$ cat src/rtl/alu_arbiter.sv
// alu_arbiter
// Shares one combinational ALU between two requesters using a round-robin
// grant and a three-state FSM (IDLE -> EXEC -> RESP -> IDLE).
//
// Handshake rule for every valid/ready pair: a transfer happens on a rising
// clk edge where both valid and ready are high. A requester may raise or drop
// valid at any time while it is not granted. The arbiter raises reqN_ready
// only in IDLE and only for the requester it grants. It holds respN_valid
// high with a stable respN_result until respN_ready is seen for that requester.
//
// Ports
//   clk, reset                       clock, synchronous active-high reset
//   req{0,1}_valid/_ready            request handshake
//   req{0,1}_a/_b/_op                request operands and opcode
//   resp{0,1}_valid/_ready/_result   response channel
//   alu_a, alu_b, alu_op             drive the shared ALU from latched registers
//   alu_result                       combinational ALU output
//   busy                             high whenever the FSM is not in IDLE
//   dbg_state                        current FSM state encoding (0 IDLE, 1 EXEC, 2 RESP)
module alu_arbiter #(
    parameter int DATA_WIDTH    = 32,
    parameter int OPCODE_LENGTH = 4
) (
    input  logic                     clk,
    input  logic                     reset,
    input  logic                     req0_valid,
    output logic                     req0_ready,
    input  logic [DATA_WIDTH-1:0]    req0_a,
    input  logic [DATA_WIDTH-1:0]    req0_b,
    input  logic [OPCODE_LENGTH-1:0] req0_op,
    input  logic                     req1_valid,
    output logic                     req1_ready,
    input  logic [DATA_WIDTH-1:0]    req1_a,
    input  logic [DATA_WIDTH-1:0]    req1_b,
    input  logic [OPCODE_LENGTH-1:0] req1_op,
    output logic                     resp0_valid,
    input  logic                     resp0_ready,
    output logic [DATA_WIDTH-1:0]    resp0_result,
    output logic                     resp1_valid,
    input  logic                     resp1_ready,
    output logic [DATA_WIDTH-1:0]    resp1_result,
    output logic [DATA_WIDTH-1:0]    alu_a,
    output logic [DATA_WIDTH-1:0]    alu_b,
    output logic [OPCODE_LENGTH-1:0] alu_op,
    input  logic [DATA_WIDTH-1:0]    alu_result,
    output logic                     busy,
    output logic [1:0]               dbg_state
);

    typedef enum logic [1:0] {
        IDLE = 2'd0,
        EXEC = 2'd1,
        RESP = 2'd2
    } state_t;

    state_t                   state;
    state_t                   state_nx;
    logic [DATA_WIDTH-1:0]    a_q;
    logic [DATA_WIDTH-1:0]    b_q;
    logic [DATA_WIDTH-1:0]    result_q;
    logic [OPCODE_LENGTH-1:0] op_q;
    logic                     gnt_q;       // requester being served
    logic                     last_grant;  // requester served most recently

    logic                     any_valid;
    logic                     grant_id;
    logic                     accept;
    logic                     resp_done;

    // Round-robin pick: a lone requester always wins; on a tie the requester
    // that was not served last time wins.
    always_comb begin
        any_valid = req0_valid | req1_valid;
        if (req0_valid && req1_valid) begin
            grant_id = ~last_grant;
        end else begin
            grant_id = req1_valid;
        end
    end

    always_comb begin
        state_nx    = state;
        req0_ready  = 1'b0;
        req1_ready  = 1'b0;
        resp0_valid = 1'b0;
        resp1_valid = 1'b0;
        accept      = 1'b0;
        resp_done   = 1'b0;
        case (state)
            IDLE: begin
                if (any_valid) begin
                    accept     = 1'b1;
                    req0_ready = ~grant_id;
                    req1_ready = grant_id;
                    state_nx   = EXEC;
                end
            end
            EXEC: begin
                state_nx = RESP;
            end
            RESP: begin
                resp0_valid = ~gnt_q;
                resp1_valid = gnt_q;
                // Only the served requester's ready can close the response.
                resp_done   = gnt_q ? resp1_ready : resp0_ready;
                if (resp_done) begin
                    state_nx = IDLE;
                end
            end
            default: begin
                state_nx = IDLE;
            end
        endcase
    end

    always_ff @(posedge clk) begin
        if (reset) begin
            state      <= IDLE;
            a_q        <= '0;
            b_q        <= '0;
            op_q       <= '0;
            result_q   <= '0;
            gnt_q      <= 1'b0;
            last_grant <= 1'b1;
        end else begin
            state <= state_nx;
            if (accept) begin
                a_q        <= grant_id ? req1_a  : req0_a;
                b_q        <= grant_id ? req1_b  : req0_b;
                op_q       <= grant_id ? req1_op : req0_op;
                gnt_q      <= grant_id;
                last_grant <= grant_id;
            end
            if (state == EXEC) begin
                result_q <= alu_result;
            end
        end
    end

    // The ALU only ever sees latched operands, so requesters may change
    // their inputs freely once accepted.
    assign alu_a        = a_q;
    assign alu_b        = b_q;
    assign alu_op       = op_q;
    assign resp0_result = result_q;
    assign resp1_result = result_q;
    assign busy         = (state != IDLE);
    assign dbg_state    = state;

endmodule

$ cat config.mk
export PLATFORM = sky130hd
export DESIGN_NAME = alu_arbiter
export DESIGN_NICKNAME = d
export VERILOG_FILES = /design/src/rtl/alu_arbiter.sv
export SDC_FILE = /design/constraint.sdc
export NUM_CORES = 1
export LEC_CHECK = 0
export CAP_MARGIN = 30
export CORE_AREA = 2 2 121 123
export DETAILED_ROUTE_END_ITERATION = 7
export DIE_AREA = 0 0 123 125
export PLACE_DENSITY = 0.76
export SYNTH_ARGS = -nofsm -noshare
export SYNTH_HDL_FRONTEND = slang
export SYNTH_SLANG_ARGS = --single-unit
$ cat constraint.sdc
create_clock -name clk -period 1.6 [get_ports clk]
set_input_delay 0.32 -clock clk [delete_from_list [all_inputs] [get_ports clk]]
set_output_delay 0.32 -clock clk [all_outputs]
set_load 0.005 [all_outputs]
# [Yosys cells after proc, flatten, opt, wreduce, memory -nomap -nowiden]
# Index checks and enable logic that the tools add are counted.
[totals] output_inout_bits=139 ff_bits=104 in_bits=174 wordCells=35
[op_classes] bitwise_logic=4 n_reduce_logical=4 muxes=16 eq_ne=4
[ops] operator="32-bit 2-to-1 mux" n=2
[ops] operator="1-bit 2-to-1 mux" n=10
[ops] operator="2-bit case mux with 3 select lines" n=1
[ops] operator="2-bit 2-to-1 mux" n=2
[ops] operator="4-bit 2-to-1 mux" n=1
[ops] operator="2-bit != test, second input constant" n=2
[ops] operator="1-bit inverter" n=3
[ops] operator="2-bit by 1-bit equality test with 1-bit output, second input constant" n=1
[ops] operator="2-bit equality test, second input constant" n=1
[ops] operator="2-bit logical NOT" n=1
[ops] operator="2-bit AND reduction" n=1
[ops] operator="2-bit nonzero test" n=1
[ops] operator="1-bit logical AND" n=1
[ops] operator="1-bit OR" n=1

# [Depth between registers and ports, before layout]
# Gate-level depths: netlist of run 1.
[depth] depth_word=5 depth_mapped=6 ltp_nobuf=4

# [Least setup slack after synthesis of run 1]
# OpenSTA, ideal clock, no wires.
[synth_path] path_type="input -> output" from="in req0_valid" to="out req0_ready" arrival_time_ns=1.066 path_buffers=2 required_time_ns=1.280 stages=4 slack_ns=0.214 cell_sequence="buf_2 a21boi_2 clkbuf_1 nor2_1"
[synth_via] elab_chain_len=5 elab_cells_between_ends=6 classes_between="mux (3); bitwise (2); reduce/logical (1)"
[synth_lines] item="from (decl)" line="26" source="input logic req0_valid,"
[synth_lines] item="1-bit logical AND" line="74" source="if (req0_valid && req1_valid) begin"
[synth_lines] item="1-bit 2-to-1 mux" line="74"
[synth_lines] item="1-bit inverter" line="93" source="req0_ready = ~grant_id;"
[synth_lines] item="1-bit 2-to-1 mux (*)" line="91" source="if (any_valid) begin"
[synth_lines] item="1-bit 2-to-1 mux (*)" line="89" source="case (state)"
[synth_lines] item="to (decl)" line="27" source="output logic req0_ready,"
# Mark *: on every way between the ends. The rest lies on a longest branch, timed or not.

# [Final worst setup path of run 1]
[layout_path] from="reg state[1], in the netlist dbg_state[1]" to="out req1_ready"
[layout_via] elab_chain_len=2
[layout_lines] item="from (decl)" line="56" source="state_t state;"
[layout_lines] item="from (signal assigned)" line="126" source="state <= state_nx;"
[layout_lines] item="2-bit logical NOT" line="89"
[layout_lines] item="1-bit 2-to-1 mux" line="89"
[layout_lines] item="to (decl)" line="32" source="output logic req1_ready,"
# No other way between the ends.

==> run metrics, run 1 <==
status finished with violations; failing checks negative setup slack; r2r startpoint last_grant; antenna violations before repair 0; first-pass GRT wire length 26,800 um; critical path data arrival time 1.28 ns; RSZ-0062 raised after global routing yes; P_int 5.36 mW; Design Power 7.35 mW; top sig layer met4; post-synthesis sequential area ratio 44.6%; leading post-synthesis cells by cell area dfxtp_1, nand2_1, a31oi_1; Core Area 14,200 um2; Worst setup EP type primary output; Finish-stage setup viols 1; CTS Hold Bufs 0; diode count 0; drt drc 0; Async SR Flop Fraction 0%; YS warnings 0; f_max 0.623 GHz; Req. time, crit path 1.28 ns; r2r setup slk 0.11 ns; final net count 1,028; FF-to-FF path depth 6; die height 125 um; fraction of layout cells with a size suffix above 1 9.20%; worst setup path class flip-flop to primary output; end point of the critical path req1_ready; Final Hold Violating Endpoints 0; Yosys top cell by area dfxtp_1; Clock Latency Late Sink 0.34 ns; CTS tree yes; Clock Path Buffers 2; Startpoint Class flip-flop; CP max FO 4; flops & latches, synth 104; CP cell instances nor2_4, buf_4, nand2_2, inv_2, dlygate4sd2_1; worst setup margin -0.00411 ns; Clock Sinks 104; Tmin final 1.60 ns; Area Overhead vs Synth 77.3%; Worst Path Buf+Inv 3; drt first pass iters 4; Pleak 2.98 nW; met3 routed WL 1710 um; Worst slew margin 63.2%; WL/cell 17.0 um; r2r endpoint alu_a[10]; top cells by count, synth dfxtp_1, nand2_1, a21oi_1; Gate Count Post-Synth 594; period utilisation layout 100%; # rows 44; hold_sp reset; Clk network pwr share 30.1%; total gr overflow 0; Worst VDD drop 0.000649 V; maxcap violations 0; Final Util 58.2%; CP peak stage delay 0.34 ns; aggregate negative setup slack -0.00411 ns; post-synthesis cell type count 29; CTS root buf clkbuf_16; H-tree lvl count 3; worst setup path startpoint dbg_state[1]; Initial Utilization 32.8%; Vias/cell 5.21; final hold slack 0.261 ns; sw frac 27.1%; Cell Pwr Density 889 nW/um2; Placer Congestion 0.831; slowest CP cell dfxtp_2; measured slew at the worst slew-check pin 0.552 ns; largest net degree at the start of global routing 61; synthesized area 4660 um2; metal2 WL 8730 um; Synth Flop Type dfxtp_1; syn_nets 768; Final Max Slew Viols 0; sw power 1.99 mW; vias in the first global route 4,992; dpl hpwl 12,400 um; Post-synth EDFFs 0; width of the die 123 um; M1 wire length 6860 um; overall routing resource usage 22.1%; cell family with most CP delay buffers and inverters; Avg Cell Area, Syn 7.85 um2; clock transition at the registers of the reported paths 0.07 ns; Synth top area share 44.6%; PortBufs 312; routed via count 5,437; Worst Clk Skew 0.00591 ns; critical path depth 5; total routed wirelength 17,700 um; num ports 313; Comb power frac 29.3%; count leader, synth dfxtp_1; post-route ant nets 0; CTS Buf Count 9; HP Class input pin to flip-flop; die area 15,400 um2; initial drt markers 326; sequential share of power 40.6%
layer usage:
| layer | vias up | track usage (%) |
|---|---|---|
| met1 | 2513 | 26.3 |
| li1 | 2636 | - |
| met2 | 259 | 37.2 |
| met4 | 0 | 8.09 |
| met3 | 29 | 6.75 |
| met5 | - | 0 |
timing repair:
action                                  in CTS  in global routing
gates resized for setup                     20                 26
buffers inserted                             5                  1
pin swaps                                    1                  2
cloned                                       0                  1
endpoints found under the setup margin      33                 73
cells in the final DEF (no fill, tap or decap), drive strengths merged, types with 5 or more instances in the layout:
master and n:
a21oi 52, buf 38, nand4 50, dfxtp 104
a311oi 18, clkbuf 18, nand2 102, o21ai 51
clkdlybuf4s50 299, a31oi 50, nand3 50, nor2 5
power groups by stage:
stage | Clock, mW | Sequential (mW) | Combinational [mW]
detailed placement | 0 | 3.03 | 2.09
CTS | 2.29 | 2.98 | 2.12
global placement | 0 | 3.03 | 2.07
finish | 2.22 | 2.98 | 2.15
global route | 2.40 | 3.01 | 2.34
floorplan | 0 | 3.04 | 0.813
how the worst min path moves through the flow:
stage / slack (ns) / to / cells past startpoint
global route: 0.26 / gnt_q / 2
finish: 0.26 / dbg_state[0] / 2
detailed placement: 0.46 / resp0_result[7] / 2
CTS: 0.24 / dbg_state[0] / 2
floorplan: 0.46 / resp0_result[0] / 2
global placement: 0.46 / resp0_result[2] / 2
stage by stage:
stage	setup slack (ns)	cell area, um2	std cells
6_report	-0.00411	8270	1043
5_1_grt	-0.0679	8270	1043
4_1_cts	-0.0779	8180	1041
3_5_place_dp	-0.516	7820	1020
3_3_place_gp	-0.434	7820	1020
2_1_floorplan	0.214	4660	594
kinds of logic (layout without fill, tap and decap cells):
kind of cell	count (synthesis)	count (layout)	synth area share [%]
simple gates	214	214	21.9
buf+inv	101	366	11.4
compound gates	174	174	21.8
flops	104	104	44.6
mux	1	1	0.215
registers in the layout, summed over array words and instances, names as in the netlist:
| signal | count |
|---|---|
| last_grant | 1 |
| alu_b | 32 |
| alu_op | 4 |
| resp0_result | 32 |
| dbg_state | 2 |
| alu_a | 32 |
| gnt_q | 1 |
cell type report:
class	instances	area (um2)
Clock buffer	15	298
Inverter	2	7.51
Fill cell	1279	5940
Sequential cell	104	2090
Timing Repair Buffer	348	3530
Multi-Input combinational cell	389	2100
Clock inverter	1	7.51
Tap cell	184	230
(Power assumes the default switching activity.)
==> run 2, diff against run 1 <==
Settings changed: REMOVE_ABC_BUFFERS set to 1.
==> run 2 against run 1 <==
Effect of this change:
- utilization grew 0.46 points
- critical path type unchanged
- critical path depth shrank 4
- critical endpoint is now resp1_result[3]
- the run now ends clean
- largest cell class unchanged
- global-route usage grew 0.28 points
- clock skew shrank 0.0011 ns
==> run metrics, run 2 (synthesis gave the netlist of run 1 again) <==
status complete, no violations (was finished with violations); drt first pass iters 5 (was 4); M1 wire length 7110 um (was 6860 um); post-route ant nets 0 (unchanged); Worst Path Buf+Inv 1 (was 3); Area Overhead vs Synth 78.6% (was 77.3%); CTS tree yes (unchanged); Worst Clk Skew 0.00485 ns (was 0.00591 ns); slowest CP cell clkdlybuf4s50_1 (was dfxtp_2); total routed wirelength 18,000 um (was 17,700 um); fraction of layout cells with a size suffix above 1 9.95% (was 9.20%); die area 15,400 um2 (unchanged); drt drc 0 (unchanged); Worst slew margin 69.4% (was 63.2%); sequential share of power 38.9% (was 40.6%); RSZ-0062 raised after global routing yes (unchanged); width of the die 123 um (unchanged); Clock Path Buffers 2 (unchanged); top sig layer met4 (unchanged); Core Area 14,200 um2 (unchanged); cell family with most CP delay buffers and inverters (unchanged); H-tree lvl count 3 (unchanged); period utilisation layout 97.5% (was 100%); Cell Pwr Density 920 nW/um2 (was 889 nW/um2); Startpoint Class flip-flop (unchanged); measured slew at the worst slew-check pin 0.458 ns (was 0.552 ns); Tmin final 1.56 ns (was 1.60 ns); Final Max Slew Viols 0 (unchanged); Worst VDD drop 0.000575 V (was 0.000649 V); PortBufs 312 (unchanged); Vias/cell 5.24 (was 5.21); total gr overflow 0 (unchanged); final net count 1,034 (was 1,028); CP cell instances clkdlybuf4s50_1 (was nor2_4, buf_4, nand2_2, inv_2, dlygate4sd2_1); Clk network pwr share 32.7% (was 30.1%); met3 routed WL 1570 um (was 1710 um); CTS Hold Bufs 0 (unchanged); CTS Buf Count 9 (unchanged); Pleak 3.04 nW (was 2.98 nW); die height 125 um (unchanged); Place WS -0.387 ns (was -0.516 ns); # rows 44 (unchanged); clock transition at the registers of the reported paths 0.07 ns (about the same); CP max FO 3 (was 4); metal2 WL 8910 um (was 8730 um); dpl hpwl 12,500 um (was 12,400 um); overall routing resource usage 22.4% (was 22.1%); Clock Latency Late Sink 0.34 ns (about the same); diode count 0 (unchanged); most common cell after layout, fill and taps aside clkdlybuf4s50_1 (unchanged); CTS root buf clkbuf_16 (unchanged); worst setup path class flip-flop to primary output (unchanged); Finish-stage setup viols 0 (was 1); critical path data arrival time 1.24 ns (was 1.28 ns); f_max 0.641 GHz (was 0.623 GHz); worst setup margin 0.0407 ns (was -0.00411 ns); Clock Sinks 104 (unchanged); largest net degree at the start of global routing 60 (was 61); most frequent cells in the layout clkdlybuf4s50_1, nand2_1, dfxtp_1 (unchanged); sw frac 26.4% (was 27.1%); Placer Congestion 0.838 (was 0.831); maxcap violations 0 (unchanged); vias in the first global route 5,181 (was 4,992); num ports 313 (unchanged); r2r setup slk 0.11 ns (about the same); Design Power 7.66 mW (was 7.35 mW); HP Class input pin to flip-flop (unchanged); Comb power frac 28.4% (was 29.3%); routed via count 5,489 (was 5,437); Worst setup EP type primary output (unchanged); initial drt markers 345 (was 326); antenna violations before repair 0 (unchanged); Final Util 58.7% (was 58.2%); P_int 5.64 mW (was 5.36 mW); sw power 2.02 mW (was 1.99 mW); WL/cell 17.2 um (was 17.0 um); CP peak stage delay 0.55 ns (was 0.34 ns); Initial Utilization 32.8% (unchanged); Final Hold Violating Endpoints 0 (unchanged); first-pass GRT wire length 27,400 um (was 26,800 um); Req. time, crit path 1.28 ns (about the same)
-- run 2: final timing paths --
kind	start	to	depth (start not counted)
setup / recovery	resp0_result[3]	resp1_result[3]	1
hold / removal	reset	dbg_state[0]	2
setup reg to reg	dbg_state[1]	alu_a[21]	7
hold reg to reg	resp0_result[2]	resp0_result[2]	2
-- run 2: what timing repair did --
item / in CTS / in global routing
resized for setup: 24 / 21
cloned: 0 / 1
setup buffers: 5 / 0
setup endpoints to repair: 33 / 82
pin swaps: 2 / 2
-- run 2: final cells by class --
type / count / area, um2
Sequential cell: 104 / 2100
Tap cell: 184 / 230
Multi-Input combinational cell: 389 / 2080
Clock inverter: 2 / 60.1
Inverter: 2 / 10.0
Timing Repair Buffer: 354 / 3570
Clock buffer: 13 / 280
Fill cell: 1270 / 5870
-- run 2: stage by stage --
| step | setup TNS (ns) | instances | instance area, um2 | hold WS, ns |
|---|---|---|---|---|
| after floorplan | -101.43 | 495 | 4140 | 0.389 |
| after global placement | -18.59 | 1027 | 7900 | 0.453 |
| after detailed placement | -19.72 | 1027 | 7900 | 0.461 |
| after CTS | -1.51 | 1047 | 8280 | 0.376 |
| after global routing | -0.0136 | 1048 | 8330 | 0.417 |
| final | 0 | 1048 | 8330 | 0.391 |
-- run 2: power groups by stage --
stage	sequential (mW)	clock (mW)	combinational, mW
after floorplan	3.05	0	0.604
after global placement	3.03	0	2.10
after detailed placement	3.04	0	2.13
after CTS	2.98	2.56	2.15
after global routing	3.01	2.66	2.36
final	2.98	2.50	2.18
-- run 2: routing by layer --
layer | vias up | track usage [%]
li1 | 2643 | -
met3 | 26 | 5.75
met2 | 248 | 38.7
met4 | 0 | 8.36
met5 | - | 0
met1 | 2572 | 26.3
